$ cat config.mk
export PLATFORM = sky130hd
export DESIGN_NAME = conv_layer_scheduler
export DESIGN_NICKNAME = d
export VERILOG_FILES = /design/src/rtl/conv_layer_scheduler.sv
export SDC_FILE = /design/constraint.sdc
export NUM_CORES = 1
export LEC_CHECK = 0
export BUFFER_PORTS_ARGS = -buffer_cell sky130_fd_sc_hd__buf_2
export CORE_MARGIN = 2
export CORE_UTILIZATION = 35
export CTS_BUF_LIST = sky130_fd_sc_hd__clkbuf_16
export CTS_CLUSTER_DIAMETER = 200
export DETAILED_ROUTE_END_ITERATION = 16
export GPL_ROUTABILITY_DRIVEN = 0
export HOLD_SLACK_MARGIN = 0.03
export SYNTH_ARGS = -nofsm -noshare
export SYNTH_HDL_FRONTEND = slang
export SYNTH_SLANG_ARGS = --single-unit
$ cat constraint.sdc
create_clock -name clk -period 3.2 [get_ports clk]
set_input_delay 0.48 -clock clk [delete_from_list [all_inputs] [get_ports clk]]
set_output_delay 0.48 -clock clk [all_outputs]
set_load 0.005 [all_outputs]
$ cat src/rtl/conv_layer_scheduler.sv
// rtl/conv_layer_scheduler.sv - runs the Convolution2D engine once per output filter of a layer
// Optional watchdog on each engine run: define SCHED_TIMEOUT_EN.
module conv_layer_scheduler #(
  parameter int ADDR_W         = 14,
  parameter int IMG_SIZE       = 48,
  parameter int KERNEL_SIZE    = 3,
  parameter int KERNEL_STRIDE  = KERNEL_SIZE * KERNEL_SIZE,
  parameter int RESULT_STRIDE  = (IMG_SIZE - KERNEL_SIZE + 1) * (IMG_SIZE - KERNEL_SIZE + 1),
  parameter int TIMEOUT_CYCLES = 65535
) (
  input  logic              clk,
  input  logic              rst,
  input  logic              start,
  input  logic [7:0]        n_filters,
  input  logic [ADDR_W-1:0] pix_base_addr,
  input  logic [ADDR_W-1:0] kernel_base_addr,
  input  logic [ADDR_W-1:0] result_base_addr,
  input  logic              conv_completed,
  output logic              conv_en,
  output logic [ADDR_W-1:0] conv_pix_base,
  output logic [ADDR_W-1:0] conv_kernel_base,
  output logic [ADDR_W-1:0] conv_result_base,
  output logic [7:0]        filter_idx,
  output logic              busy,
  output logic              done,
  output logic              err
);

  typedef enum logic [1:0] {IDLE, SETUP, RUN, FIN} state_t;

  localparam logic [ADDR_W-1:0] K_STEP = ADDR_W'(KERNEL_STRIDE);
  localparam logic [ADDR_W-1:0] R_STEP = ADDR_W'(RESULT_STRIDE);

  state_t     state;
  logic [7:0] n_lat;
  logic       last_filter;

  assign last_filter = (filter_idx == n_lat - 8'd1);

`ifdef SCHED_TIMEOUT_EN
  localparam logic [15:0] WDOG_LAST = 16'(TIMEOUT_CYCLES - 1);
  logic [15:0] wdog;
`endif

  always_ff @(posedge clk or posedge rst) begin
    if (rst) begin
      state            <= IDLE;
      n_lat            <= 8'd0;
      conv_en          <= 1'b0;
      conv_pix_base    <= '0;
      conv_kernel_base <= '0;
      conv_result_base <= '0;
      filter_idx       <= 8'd0;
      busy             <= 1'b0;
      done             <= 1'b0;
      err              <= 1'b0;
`ifdef SCHED_TIMEOUT_EN
      wdog             <= 16'd0;
`endif
    end else begin
      done <= 1'b0;
      case (state)
        IDLE: begin
          if (start) begin
            err              <= 1'b0;
            busy             <= 1'b1;
            n_lat            <= n_filters;
            filter_idx       <= 8'd0;
            conv_pix_base    <= pix_base_addr;
            conv_kernel_base <= kernel_base_addr;
            conv_result_base <= result_base_addr;
            if (n_filters == 8'd0) begin
              state <= FIN;
              done  <= 1'b1;
            end else begin
              state <= SETUP;
            end
          end
        end
        SETUP: begin
          // One cycle with conv_en low lets the engine re-arm on the new bases.
          state   <= RUN;
          conv_en <= 1'b1;
`ifdef SCHED_TIMEOUT_EN
          wdog    <= 16'd0;
`endif
        end
        RUN: begin
          if (conv_completed) begin
            conv_en <= 1'b0;
            if (last_filter) begin
              state <= FIN;
              done  <= 1'b1;
            end else begin
              filter_idx       <= filter_idx + 8'd1;
              conv_kernel_base <= conv_kernel_base + K_STEP;
              conv_result_base <= conv_result_base + R_STEP;
              state            <= SETUP;
            end
          end
`ifdef SCHED_TIMEOUT_EN
          else if (wdog == WDOG_LAST) begin
            err     <= 1'b1;
            conv_en <= 1'b0;
            state   <= FIN;
            done    <= 1'b1;
          end else begin
            wdog <= wdog + 16'd1;
          end
`endif
        end
        FIN: begin
          state <= IDLE;
          busy  <= 1'b0;
        end
        default: state <= IDLE;
      endcase
    end
  end

`ifndef SCHED_TIMEOUT_EN
  logic unused_timeout;
  assign unused_timeout = (TIMEOUT_CYCLES == 0);
`endif

endmodule
---- Word-level counts from Yosys, hierarchy flattened ----
Cells that the tools add are included.
word-level totals
  register bits ........................... 63
  output and inout port bits .............. 54
  word-level logic and storage cells ...... 56
  input port bits ......................... 54
cells by class
  reduce and logical (&&, ||, !) cells .... 10
  add/sub/neg operators ................... 4
  equal/unequal tests ..................... 7
  muxes and demuxes ....................... 26
operators with widths
  operator                                                               count
  14-bit two-way mux                                                     6
  14-bit one-hot mux with 2 select lines                                 2
  8-bit two-way mux                                                      3
  8-bit one-hot mux with 2 select lines                                  1
  14-bit by 12-bit adder with 14-bit output, second input constant       1
  14-bit by 4-bit adder with 14-bit output, second input constant        1
  8-bit by 1-bit adder with 8-bit output, second input constant          1
  8-bit equality test                                                    1
  8-bit logical NOT                                                      1
  2-bit two-way mux                                                      4
  2-bit one-hot mux with 4 select lines                                  1
  2-bit AND reduction                                                    4
  8-bit by 1-bit subtractor with 8-bit output, second input constant     1
  1-bit two-way mux                                                      6
  2-bit != test, second input constant                                   3
  1-bit one-hot mux with 2 select lines                                  3
  2-bit nonzero test                                                     3
  2-bit equality test, second input constant                             2
  4-bit AND reduction                                                    1
  2-bit by 1-bit equality test with 1-bit output, second input constant  1
  2-bit logical NOT                                                      1

---- Longest topological paths before layout ----
Gate-level depths: netlist of the first run.
  word-level depth ........................ 5
  depth in mapped cells ................... 12
  mapped depth without buffers ............ 9

---- Worst setup path after synthesis of the first run ----
OpenSTA, ideal clock, no wires.
  path type ............................... register -> register
  from .................................... register n_lat[0]
  to ...................................... register filter_idx[2]
  clock period less this slack ............ 2.371 ns
  arrival ................................. 2.251 ns
  setup time .............................. 0.120 ns
  setup slack ............................. 0.829 ns
  path buffers ............................ 3
  cell stages (with the launch flop) ...... 12
  cells stage by stage .................... dfrtp_1 > inv_1 > ha_1 > buf_2 > nor2b_1 > or3_1 > a31oi_1 > nand4_1 > o21a_1 > buf_2 > buf_2 > a31o_1
on the way
  word-level cells in the longest chain between the ends .. 4
ends and longest elaborated chain
  what                                         RTL line  source
  start: declaration                           35        logic [7:0] n_lat;
  start signal: assignment                     67        n_lat <= n_filters;
  8-bit by 1-bit subtractor with 8-bit output  38        assign last_filter = (filter_idx == n_lat - 8'd1);
  8-bit equality test                          38
  2-bit != test (no source line)               --
  4-bit AND reduction (no source line)         --
  end signal: assignment                       95        filter_idx <= filter_idx + 8'd1;
  end: declaration                             23        output logic [7:0] filter_idx,
No other way between the ends.
A chain may end at the register's enable or synchronous reset.

---- Worst setup path after layout of the first run ----
  from .................................... register n_lat[0]
  to ...................................... register conv_result_base[13]
on the way
  word-level cells in the longest chain between the ends .. 4
ends and longest elaborated chain
  what                                         RTL line  source
  8-bit by 1-bit subtractor with 8-bit output  38
  8-bit equality test                          38
  2-bit != test (no source line)               --
  4-bit AND reduction (no source line)         --
  end signal: assignment                       71        conv_result_base <= result_base_addr;
  end signal: assignment                       97        conv_result_base <= conv_result_base + R_STEP;
  end: declaration                             22        output logic [ADDR_W-1:0] conv_result_base,
No other way between the ends.

==> results of run 1 <==
==> layout make-up <==
type / count / area [µm²]
Fill cell: 928 / 4950
Multi-Input combinational cell: 308 / 1630
Sequential cell: 63 / 1580
Tap cell: 129 / 161
Inverter: 5 / 18.8
Timing Repair Buffer: 113 / 596
Clock inverter: 7 / 73.8
Clock buffer: 9 / 225
==> cell families after synthesis <==
| logic type | Yosys count | share of synthesized area |
|---|---|---|
| adder cells (fa/ha/maj) | 4 | 0.0150 |
| AND/OR/NAND/NOR | 182 | 0.249 |
| AO/OA/AOI/OAI | 108 | 0.188 |
| buffers and inverters | 27 | 0.0369 |
| other | 1 | 0.00113 |
| flip-flops | 63 | 0.474 |
| XOR/XNOR | 9 | 0.0237 |
| multiplexers | 4 | 0.0120 |
==> cell usage after synthesis (4+ instances only) <==
| master | instances | area (µm²) |
|---|---|---|
| a21oi_1 | 46 | 230 |
| a31oi_1 | 6 | 37.5 |
| and3_1 | 6 | 37.5 |
| buf_2 | 8 | 40.0 |
| clkbuf_1 | 12 | 45.0 |
| dfrtp_1 | 63 | 1580 |
| ha_1 | 4 | 50.1 |
| inv_1 | 5 | 18.8 |
| mux2i_1 | 4 | 40.0 |
| nand2_1 | 114 | 428 |
| nand3_1 | 12 | 60.1 |
| nand4_1 | 4 | 25.0 |
| nor2_1 | 15 | 56.3 |
| nor2b_1 | 4 | 25.0 |
| nor3_1 | 6 | 30.0 |
| o21ai_0 | 24 | 120 |
| o22ai_1 | 9 | 56.3 |
| o31ai_1 | 4 | 30.0 |
| or2_2 | 4 | 25.0 |
| xnor2_1 | 7 | 61.3 |
==> per-stage QoR <==
step	worst slack, ps	hold WS, ps
finish	495	303
global route	188	341
CTS	507	335
detailed placement	511	456
global placement	605	452
floorplan	829	465
==> per-layer routing <==
metal	GRT usage	vias up	routed length [µm]
li1	-	1589	-
met1	0.230	1491	3850
met2	0.297	89	4350
met3	0.0428	9	487
met4	0.0707	0	137
met5	0	-	0
==> where the power goes <==
part / internal, µW / switching (µW) / total, µW
clock network: 603 / 357 / 960
logic: 779 / 1030 / 1810
registers: 1150 / 363 / 1510
total: 2530 / 1750 / 4280
==> critical path: stages, from the launching register on <==
cell and delay [ps]:
dfrtp_1 440, inv_1 80, ha_1 290, nor2b_1 160, or3_1 340, a31oi_1 220, nand4_1 160, o21a_1 420
buf_12 270, a21oi_1 130, a211oi_1 60
==> registers in the layout, summed over array words and instances (netlist names), 2 cells and up <==
name              flops
conv_kernel_base     14
conv_pix_base        14
conv_result_base     14
n_lat                 8
state                 2
filter_idx            8
==> how the worst min path moves through the flow <==
stage,from,to,slack [ps],cells past startpoint
after CTS,pix_base_addr[0],conv_pix_base[0],330,3
after global placement,conv_pix_base[7],conv_pix_base[7],450,2
final,rst,conv_kernel_base[2],300,2
after global routing,pix_base_addr[1],conv_pix_base[1],340,3
after detailed placement,conv_pix_base[3],conv_pix_base[3],460,2
after floorplan,n_lat[7],n_lat[7],470,2
==> flow_results.org, run 1 <==
** Outcome
- The flow ran to the end, and the final reports show no timing, DRC or antenna violations.

** Synth
- Yosys mapped a number of flops with a built-in enable equal to 0.
- Post-synthesis area per instance :: ~8.4 µm²
- Unique masters post-synth :: 50
- Flip-flop and latch count after synthesis :: 63
- In the synthesized netlist the async set-or-reset flop fraction comes to 1.00.
- Yosys printed 0 warnings.
- Portion of the post-synthesis area used by sequential elements :: 0.474
- Counting every instance in the synthesized netlist gives just under 400.
- The most used flip-flop cell after synthesis is dfrtp_1.
- The number of nets in the synthesized netlist is 456.
- Cell Area, Synth :: between 3000 and 4000 µm²

** Clocking
- Clock buffers created by TritonCTS :: 9
- In this run the post-CTS setup repair buffer count came out at 0.
- Buffers inserted to repair hold after CTS numbered 0.
- Count of cells resized by post-cts repair :: 0
- Clock latency on the worst-skew pair, taken at its later pin, is between 300 and 400 ps.
- Buffer type at the clock tree root :: clkbuf_16
- Clock H-tree levels :: 3
- Number of clock sinks seen by CTS :: 63
- The longest clock path from root to sink contains 2 buffers.
- Clock transition at the register clock pins on the worst setup and hold paths after CTS :: roughly 60 ps
- Clock tree from TritonCTS :: done

** Pwr
- Power density of the placed cells :: 998 nW/µm²
- Total power for the finished layout comes to 4280 µW.
- IR analysis of the VDD net gives a maximum drop of between 0.0004 and 0.0005 V.
- In this run the static leakage power is about 0.0021 µW.

** Hold path
- Worst min-delay path class :: in2async

** Layout
- Final core area utilization :: 0.464
- Relative to the synthesized area, the layout overhead comes to 28.9%.
- Fraction of final layout cells sized beyond drive strength 1 :: 0.277
- Most frequent standard cell in the layout excluding fill and tap cells :: nand2_1
- For this run, the post-layout net count is roughly 560.
- In the layout the commonest cells are nand2_1 (114), buf_2 (106), dfrtp_1 (63).
- 0 antenna diodes ended up in the layout.
- Final Instance Count excl. Fillers :: around 630
- Final std cell area, no fill :: 4290 µm²

** STA
- Tightest slew margin relative to the limit :: 0.475
- Worst slew pin tran :: roughly 790 ps
- Clock skew on the completed layout was measured at about 7.6 ps.
- Final Cycle Share :: 0.845
- Number of hold-slack violations in the final timing report :: 0
- Setup repair after global routing left no endpoint under its margin.
- Post-route minimum period :: ~2700 ps
- For the final routed database, the setup TNS stands at 0 ps.
- The final-report max-slew violation count came to 0.
- Final setup fails :: 0
- For this run, the top clock speed supported by timing is 370 MHz.

** Floorplan
- Die Y :: between 100 and 150 µm
- I/O Pins :: 108
- The die covers roughly 10000 µm².
- The initialized floorplan defines 35 standard-cell rows.
- Horizontal extent of the die :: ~100 µm
- For this configuration, the core starts out at a cell density of 0.360.
- The total area inside the core boundary comes to a little over 9000 µm².

** Worst setup path
- Endpoint arrival time on the critical path :: between 2000 and 3000 ps
- Reg2Reg Setup Slack :: between 400 and 500 ps
- Startpoint types :: register
- The worst setup path is captured at a register.
- Classification of the worst setup path :: reg2reg
- The worst register-to-register path begins at n_lat[0].
- The most critical setup path has its startpoint at n_lat[0].
- Maximum net fanout on the critical path :: 30
- In this run the worst setup path terminates at conv_result_base[13].
- At the worst endpoint, the required time is between 3000 and 4000 ps.
- Counting cells, the worst reg-to-reg path comes to 10.
- The endpoint identified for the worst register-to-register timing path is conv_result_base[13].

** Global route
- The first global-routing pass estimated about 15000 µm of wire.
- Entering global routing, the biggest net connects 48 pins.
- GRT Overall Usage :: 0.181
- Summed over all layers, the global routing overflow is 0.
- The number of global-route vias before repair came to a little over 3000.
- The number of antenna violations at the first check in global routing is 0.

** Placement
- Counting tap cells, the placed design contains a total of ~620 instances.
- The wire-length estimate of the detail-placed layout is 6280 µm.
- Port-buffer cells :: around 110
- Placed instance area :: about 4000 µm²

** Flow run
- Max Cap Violations :: 0

** Routing
- Summing over every cut layer, the via total after detailed routing is between 3000 and 4000.
- Via count normalized by instance count :: 5.01
- Detail Route Antenna Nets :: 0
- After detailed routing, the number of remaining DRC violations is 0.
- Final WL :: slightly below 9000 µm
- The first TritonRoute pass finished after 5 iterations.
- Number of violations reported at the end of detailed-routing iteration 0 :: about 170
- Routed wire length per instance :: 13.9 µm
Power figures use the tool's default switching activity.
==> inputs of run 2 (changes only) <==
--- a/config.mk
+++ b/config.mk
@@ -5,6 +5,7 @@
 export SDC_FILE = /design/constraint.sdc
 export NUM_CORES = 1
 export LEC_CHECK = 0
+export ABC_AREA = 1
 export BUFFER_PORTS_ARGS = -buffer_cell sky130_fd_sc_hd__buf_2
 export CORE_MARGIN = 2
 export CORE_UTILIZATION = 35
==> constraint.sdc (replaced) <==
create_clock -name clk -period 2.5 [get_ports clk]
set_input_delay 0.375 -clock clk [delete_from_list [all_inputs] [get_ports clk]]
set_output_delay 0.375 -clock clk [all_outputs]
set_load 0.005 [all_outputs]
==> run 2 against run 1 <==
Count of clock-buffer cells in the layout unchanged. Final area increased by 14%. Die area increased by 16%. Area after synthesis increased by 17%. Worst setup slack got worse by 190 ps. Synthesized cell count increased by 39%. Highest routed layer unchanged.
==> flow_results.org, run 2 <==
** STA
- The worst hold slack is 147 ps (-155 ps).
- The number of failing hold endpoints at the final stage was 0 (unchanged).
- Final Cycle Share :: 0.877 (+0.0320)
- The worst clock skew on the final layout came to 5.43 ps (-2.21 ps).
- The slew at the pin with the worst max-slew slack came to 949 ps (+163 ps).
- Setup repair after global routing missed its margin :: no
- The final-report max-slew violation count came to 0 (unchanged).
- The number of setup violations in the final report was 0 (unchanged).
- Tightest slew margin relative to the limit :: 0.365 (-0.110)
- The upper clock frequency limit is 456 MHz (+23%).
- The clock period minus final worst setup slack came to 2190 ps (-512 ps).
- The sum of negative setup slack is 0 ps (unchanged).

** Synth
- The post-synthesis xor/xnor area fraction was 0.0203 (-0.00339).
- Cells taking the most area after synthesis :: dfrtp_1 (41%), nand2_1 (21%), nand3_1 (9.9%)
- The unique cell type count in the Yosys netlist is 29 (-42%).
- The synthesized instance count is 553 (+39%).
- Portion of the post-synthesis area used by sequential elements :: 0.406 (-0.0679)
- Count of synthesis-stage warnings from yosys :: 0 (unchanged)
- Cell Area, Synth :: 3880 µm² (+17%)
- The post-synth net total came to 611 (+34%).
- The adder and majority cell fraction of the synthesized area came to 0.0129 (-0.00215).
- The proportion of register bits with asynchronous set or reset after synthesis was 1.00 (unchanged).
- Synthesized-area fraction occupied by ao, oa, aoi and oai cells :: 0.0403 (-0.148)
- For this run, the leading register cell type out of synthesis is dfrtp_1.
- Multiplexer fraction of the synthesized cell area :: 0.0464 (+0.0344)
- The count of flip-flops with a built-in enable after synthesis is 0 (unchanged).
- Ranked by instance count, the synthesized netlist is headed by nand2_1 (214), nand3_1 (77), dfrtp_1 (63).
- Combinational family with the most area after synthesis :: simple AND/OR/NAND/NOR gates
- The share of synthesized cell area in and, or, nand and nor gates was 0.392 (+0.143).
- Synth top area share :: 0.406 (-0.0679)
- The synthesized area divided by synthesized cell count was 7.02 µm² (-16%).
- Flip-flop and latch count after synthesis :: 63 (unchanged)
- By instance count, the leading cell after synthesis is nand2_1.
- The synthesized design spends more area on one cell type than any other, namely dfrtp_1.

** Routing
- The count of unresolved DRC violations after routing is 0 (unchanged).
- The met1 wire length came to 4710 µm (+22%).
- The sum of routed wire length over all layers came to 10200 µm (+15%).
- Number of violations reported at the end of detailed-routing iteration 0 :: 331 (+96%)
- The detailed-routed wire length on met3 is 706 µm (+45%).
- Top metal layer carrying routed signals :: met4
- Vias after detailed routing :: 3915 (+23%)
- Via count normalized by instance count :: 4.89 (-2.5%)
- Length of routed met2 wiring :: 4660 µm (+7.2%)
- Routed wire length per instance :: 12.7 µm (-8.8%)
- The first-pass iteration count of the detailed router is 5 (unchanged).
- Detail Route Antenna Nets :: 0 (unchanged)

** Layout
- Relative area change from synthesis to final layout :: 25.6%
- Filler cells :: 1121 (+21%)
- Top flop regs :: conv_kernel_base: 14 flops, conv_pix_base: 14 flops, conv_result_base: 14 flops
- The final cell count without fillers is 801 (+26%).
- Fraction of final layout cells sized beyond drive strength 1 :: 0.241 (-0.0367)
- Most frequent standard cell in the layout excluding fill and tap cells :: nand2_1
- Top library cells by usage in the layout, fill and taps aside :: nand2_1 (214), buf_2 (106), nand3_1 (77)
- Number of diodes :: 0 (unchanged)
- # nets final :: 714 (+28%)
- Final std cell area, no fill :: 4880 µm² (+14%)
- The end-of-flow core utilization is 0.450 (-0.0140).

** Pwr
- The power density over cell area is 1180 nW/µm² (+18%).
- Maximum vdd ir drop :: 0.000537 V (+23%)
- The leakage power summed over all cells came to 0.00266 µW (+28%).

** Worst setup path
- Endpoint arrival time on the critical path :: 2460 ps (-440 ps)
- Cell depth of the worst flop-to-flop path :: 14 (+4)
- The worst setup path is launched from a register.
- The worst register-to-register path begins at n_lat[0].
- Classification of the worst setup path :: reg2reg
- STA classifies the critical path endpoint as a register.
- Reg2Reg Setup Slack :: 310 ps (-190 ps)
- Critical Path RT :: 2760 ps (-640 ps)
- The endpoint identified for the worst register-to-register timing path is conv_result_base[13].
- The largest fanout on the critical path came to 34 (+13%).

** Clocking
- The number of buffers added to fix hold violations after cts was 0 (unchanged).
- The post-cts gate resize count was 0 (unchanged).
- Clock transition at the register clock pins on the worst setup and hold paths after CTS :: 50 ps (about the same)
- TritonCTS built the clock tree.
- Number of clock sinks seen by CTS :: 63 (unchanged)
- The setup fix buffers added after clock tree synthesis was 0 (unchanged).
- The insertion delay to the later sink of the worst-skew pair came to 330 ps (about the same).
- Clock H-tree levels :: 3 (unchanged)
- The maximum buffer depth of the clock tree is 2 (unchanged).
- The total CTS buffers is 9 (unchanged).
- The cell sitting at the root of the clock tree is a clkbuf_16.

** Global route
- The number of antenna violations at the first check in global routing came to 0 (unchanged).
- Number of global-route vias before repair :: 3618 (+19%)
- GRT Overall Usage :: 0.184 (+0.00333)
- The first-pass GRT wire length is 17300 µm (+18%).
- The sum of overflow across all layers after global routing was 0 (unchanged).
- Maximum number of pins on one net before global-route repair :: 43 (-10%)

** Flow run
- The max capacitance violation total came to 0 (unchanged).

** Floorplan
- The die boundary height came to 109 µm (+7.7%).
- I/O Pins :: 108 (unchanged)
- The core area is 10800 µm² (+17%).
- Horizontal extent of the die :: 109 µm (+7.7%)
- Standard-cell row count :: 38 (+8.6%)
- Overall die area :: 11900 µm² (+16%)
- The effective utilization at floorplan was 0.358 (-0.00189).

** Placement
- The count of placed standard cells including taps came to 785 (+27%).
- Port-buffer cells :: 106 (unchanged)
- The instance area after placement came to 4540 µm² (+14%).
- The post-DP HPWL was 7440 µm (+19%).

** Outcome
- The run finished with clean final reports.

** Hold path
- Worst min-delay path class :: in2async
## run 2: cell types whose count changed in the layout (fill, tap and decap cells not counted), sizes merged, moves of 9 or more
cell   change
o22ai      -9
mux2      +16
inv       +51
nand2    +101
nor2      +22
nand3     +66
a21oi     -44
## run 2: worst max-delay path by stage
stage,startpoint,to,slack [ps]
2_1_floorplan,rst,busy,560
3_3_place_gp,n_lat[0],conv_kernel_base[7],380
3_5_place_dp,state[1],conv_kernel_base[8],350
4_1_cts,n_lat[0],conv_kernel_base[2],340
5_1_grt,n_lat[0],filter_idx[4],20
6_report,n_lat[0],conv_result_base[13],310
## run 2: final cells by class
type	count	area, µm²	area share
sequential	63	1580	0.323
inverter	55	206	0.0423
tap	140	175	0.0359
clock buffer	9	225	0.0462
timing repair buffer	112	588	0.121
multi-input combinational	415	1990	0.409
clock inverter	7	113	0.0231
## run 2: where the power goes
group	internal, µW	switching [µW]
clock	967	433
sequential	1460	494
combinational	985	1400
total	3410	2330
## run 2: cell families after synthesis
| kind of cell | count (synthesis) |
|---|---|
| and+or+nand+nor | 357 |
| buffers and inverters | 75 |
| DFF | 63 |
| AOI/OAI and AO/OA | 28 |
| muxes | 16 |
| xor gates and xnor gates | 9 |
| adders and majority gates | 4 |
| other | 1 |
## run 2: through the flow
stage / total power [µW] / setup WS, ps
after floorplan: 3540 / 555
after global placement: 4290 / 379
after detailed placement: 4350 / 350
after CTS: 5790 / 343
after global routing: 6300 / 24.4
final: 5740 / 307
## run 2: worst max-delay path: stages, from the launching register on
cell and delay [ps]:
dfrtp_1 400, inv_1 110, ha_1 330, inv_1 40, nand2_1 50, nand2_1 50
nor2_1 90, nand2_1 60, nor2_1 80, nand2_1 70, nor2_2 160, nand3_2 160
nand2_4 330, nand2_1 110, nand2_1 70
## run 2: routing by layer
layer | vias to the layer above | global-route usage
li1 | 1969 | -
met1 | 1823 | 0.250
met2 | 114 | 0.286
met3 | 9 | 0.0474
met4 | 0 | 0.0615
met5 | - | 0
==> inputs of run 3 (changes only) <==
--- a/config.mk
+++ b/config.mk
@@ -13,7 +13,9 @@
 export CTS_CLUSTER_DIAMETER = 200
 export DETAILED_ROUTE_END_ITERATION = 16
 export GPL_ROUTABILITY_DRIVEN = 0
+export GPL_TIMING_DRIVEN = 0
 export HOLD_SLACK_MARGIN = 0.03
+export RECOVER_POWER = 100
 export SYNTH_ARGS = -nofsm -noshare
 export SYNTH_HDL_FRONTEND = slang
 export SYNTH_SLANG_ARGS = --single-unit
==> run 3 against run 2 <==
Fmax shrank 0.64%. Highest routed layer is now met5. Sequential share of layout area about the same. Final area up 0.10%. Largest cell class unchanged. Critical path depth decreased by 7. Critical path type unchanged.
==> flow_results.org, run 3 (synthesis gave the netlist of run 2 again) <==
** Outcome
- The flow ran to the end, and the final reports show no timing, DRC or antenna violations.

** Global route
- Global-route wire length before repair :: 18200 µm (+5.1%)
- The sum of overflow across all layers after global routing was 0 (unchanged).
- Global-route met1 utilization :: 0.257 (+0.00698)
- The number of antenna violations at the first check in global routing is 2 (+2).
- GRT Overall Usage :: 0.196 (+0.0121)
- GRT busiest layer :: met2
- Maximum number of pins on one net before global-route repair :: 37 (-14%)
- Number of global-route vias before repair :: 3796 (+4.9%)
- Met2 layer usage reported by global route :: 0.312 (+0.0262)
- Met3 usage :: 0.0427 (-0.00474)

** STA
- The number of setup violations in the final report was 0 (unchanged).
- The clock period minus final worst setup slack was 2210 ps (+14.1 ps).
- Fin Hold WS :: 276 ps (+129 ps)
- Max Clk Rate :: 453 MHz (-0.64%)
- The slew at the pin with the worst max-slew slack came to 1410 ps (+459 ps).
- Largest clock skew in the final design :: 6.11 ps (+0.688 ps)
- Number of hold-slack violations in the final timing report :: 0 (unchanged)
- The final-report max-slew violation count came to 0 (unchanged).
- Setup repair after global routing left no endpoint under its margin.
- Final Cycle Share :: 0.883 (+0.00563)
- Tightest slew margin relative to the limit :: 0.0603 (-0.305)

** Worst setup path
- The worst reg2reg path depth is 7 (-7).
- The largest fanout on the critical path was 10 (-71%).
- The worst setup path is of the reg2reg kind.
- Reg2Reg Setup Slack :: 290 ps (about the same)
- Capturing point of the worst reg2reg path :: conv_kernel_base[4]
- The largest individual stage delay along the critical path comes from the cell clkbuf_1.
- The worst setup path is captured at a register.
- Crit-path cells :: inv_2 > nor2_1 > inv_2 > o21ai_4 > clkbuf_1 > nand3_1 > nand2_1
- Critical Path RT :: 2770 ps (about the same)
- Among the stages of the critical path, the cell type that occurs most often is inv_2.
- Startpoint of the most critical register-to-register path :: state[1]
- Crit path largest cell delay :: 530 ps (+130 ps)
- The data arrival at the endpoint of the critical path was 2470 ps (about the same).
- STA classifies the critical path startpoint as a register.

** Placement
- The post-DP HPWL is 8210 µm (+10%).
- Placed instance area :: 4610 µm² (+1.5%)
- Port-buffer cells :: 106 (unchanged)

** Pwr
- Power density of the placed cells :: 1180 nW/µm² (+0.23%)
- Leakage power summed over all cells :: 0.00257 µW (-3.2%)
- Tot Pwr :: 5750 µW (+0.33%)
- Maximum vdd ir drop :: 0.000476 V (-11%)

** Clocking
- The number of sinks handled by clock tree synthesis came to 63 (unchanged).
- The post-cts gate resize count was 0 (unchanged).
- TritonCTS built the clock tree.
- Clock H-tree levels :: 3 (unchanged)
- The total CTS buffers was 9 (unchanged).
- Buffer count from post-CTS setup fixing :: 0 (unchanged)
- Buffer type at the clock tree root :: clkbuf_16
- Clock transition at the register clock pins on the worst setup and hold paths after CTS :: 60 ps (about the same)
- Buffer depth of the longest clock path :: 2 (unchanged)
- The number of buffers added to fix hold violations after cts is 0 (unchanged).
- The insertion delay to the later sink of the worst-skew pair was 330 ps (about the same).

** Floorplan
- The I/O pin count came to 108 (unchanged).
- Standard-cell row count :: 38 (unchanged)
- The x dimension of the die came to 109 µm (unchanged).
- The effective utilization at floorplan was 0.358 (unchanged).
- Overall die area :: 11900 µm² (unchanged)
- The core area was 10800 µm² (unchanged).
- Die Y :: 109 µm (unchanged)

** Layout
- The largest registers in the layout are conv_kernel_base: 14 flops, conv_pix_base: 14 flops, conv_result_base: 14 flops.
- The final layout net count came to 729 (+2.1%).
- Top library cells by usage in the layout, fill and taps aside :: nand2_1 (214), buf_2 (84), nand3_1 (77)
- Final std cell area, no fill :: 4880 µm² (+0.10%)
- Relative to the synthesized area, the layout overhead comes to 25.8%.
- The number of fill cells in the layout is 1161 (+3.6%).
- The total inserted antenna cells was 0 (unchanged).
- The fraction of final layout cells sized beyond drive strength 1 is 0.201 (-0.0394).
- Most frequent standard cell in the layout excluding fill and tap cells :: nand2_1

** Routing
- The first-pass iteration count of the detailed router came to 5 (unchanged).
- Detail Route Antenna Nets :: 0 (unchanged)
- Post-route DRC violation count :: 0 (unchanged)
- Number of violations reported at the end of detailed-routing iteration 0 :: 228 (-31%)
- Final WL :: 11100 µm (+8.9%)
- The final routed wire length divided by cell count came to 13.6 µm (+6.9%).
- Vias after detailed routing :: 3933 (+0.46%)
- Via count normalized by instance count :: 4.82 (-1.4%)

** Hold path
- The path class of the tightest hold or removal check is in2reg.
- Hold Path Depth :: 2
- The path with the worst hold slack has its endpoint at conv_pix_base[6].
- The startpoint identified for the worst hold timing path is pix_base_addr[6].

** Flow run
- The max capacitance violation total came to 0 (unchanged).
-- run 3: cell count changes in the layout (fill, tap and decap cells not counted), sizes merged --
| cell | delta |
|---|---|
| bufinv | -1 |
| clkinv | -3 |
| clkinvlp | +5 |
| clkbuf | +39 |
| inv | -1 |
| buf | -24 |
-- run 3: worst max-delay path by stage --
stage	from	endpoint
after floorplan	rst	busy
after global placement	rst	conv_result_base[9]
after detailed placement	n_lat[0]	conv_kernel_base[4]
after CTS	n_lat[0]	conv_kernel_base[4]
after global routing	n_lat[0]	conv_result_base[8]
final	state[1]	conv_kernel_base[4]
-- run 3: metrics by stage --
stage	worst slack, ps	utilization	setup TNS [ps]	std cells
after floorplan	555	-	0	553
after global placement	-360	0.423	-22430	799
after detailed placement	322	0.425	0	800
after CTS	304	0.455	0	816
after global routing	53.0	0.450	0	816
final	293	0.450	0	816
-- run 3: critical path, delay by kind of cell, from the launching register on --
kind	cells	cell delay [ps]
buf+inv	3	760
compound gates	1	320
simple gates	3	630
flops	1	420
-- run 3: area by class of cell --
class | instances | area [µm²] | share of cell area
multi-input cells | 415 | 1990 | 0.408
flip-flops and latches | 63 | 1580 | 0.323
repair buffers | 107 | 505 | 0.104
clock buffers | 9 | 225 | 0.0461
inverters | 55 | 206 | 0.0423
well taps | 140 | 175 | 0.0359
plain buffers | 20 | 105 | 0.0215
clock inverters | 7 | 97.6 | 0.0200
-- run 3: layer usage --
metal / vias to the layer above / wire (µm)
met3: 21 / 784
met5: - / 11
met4: 2 / 236
met2: 120 / 4990
met1: 1786 / 5050
li1: 2004 / -
-- run 3: power breakdown --
part,switching (µW),internal [µW]
clock,477,872
combinational,1470,986
sequential,490,1460
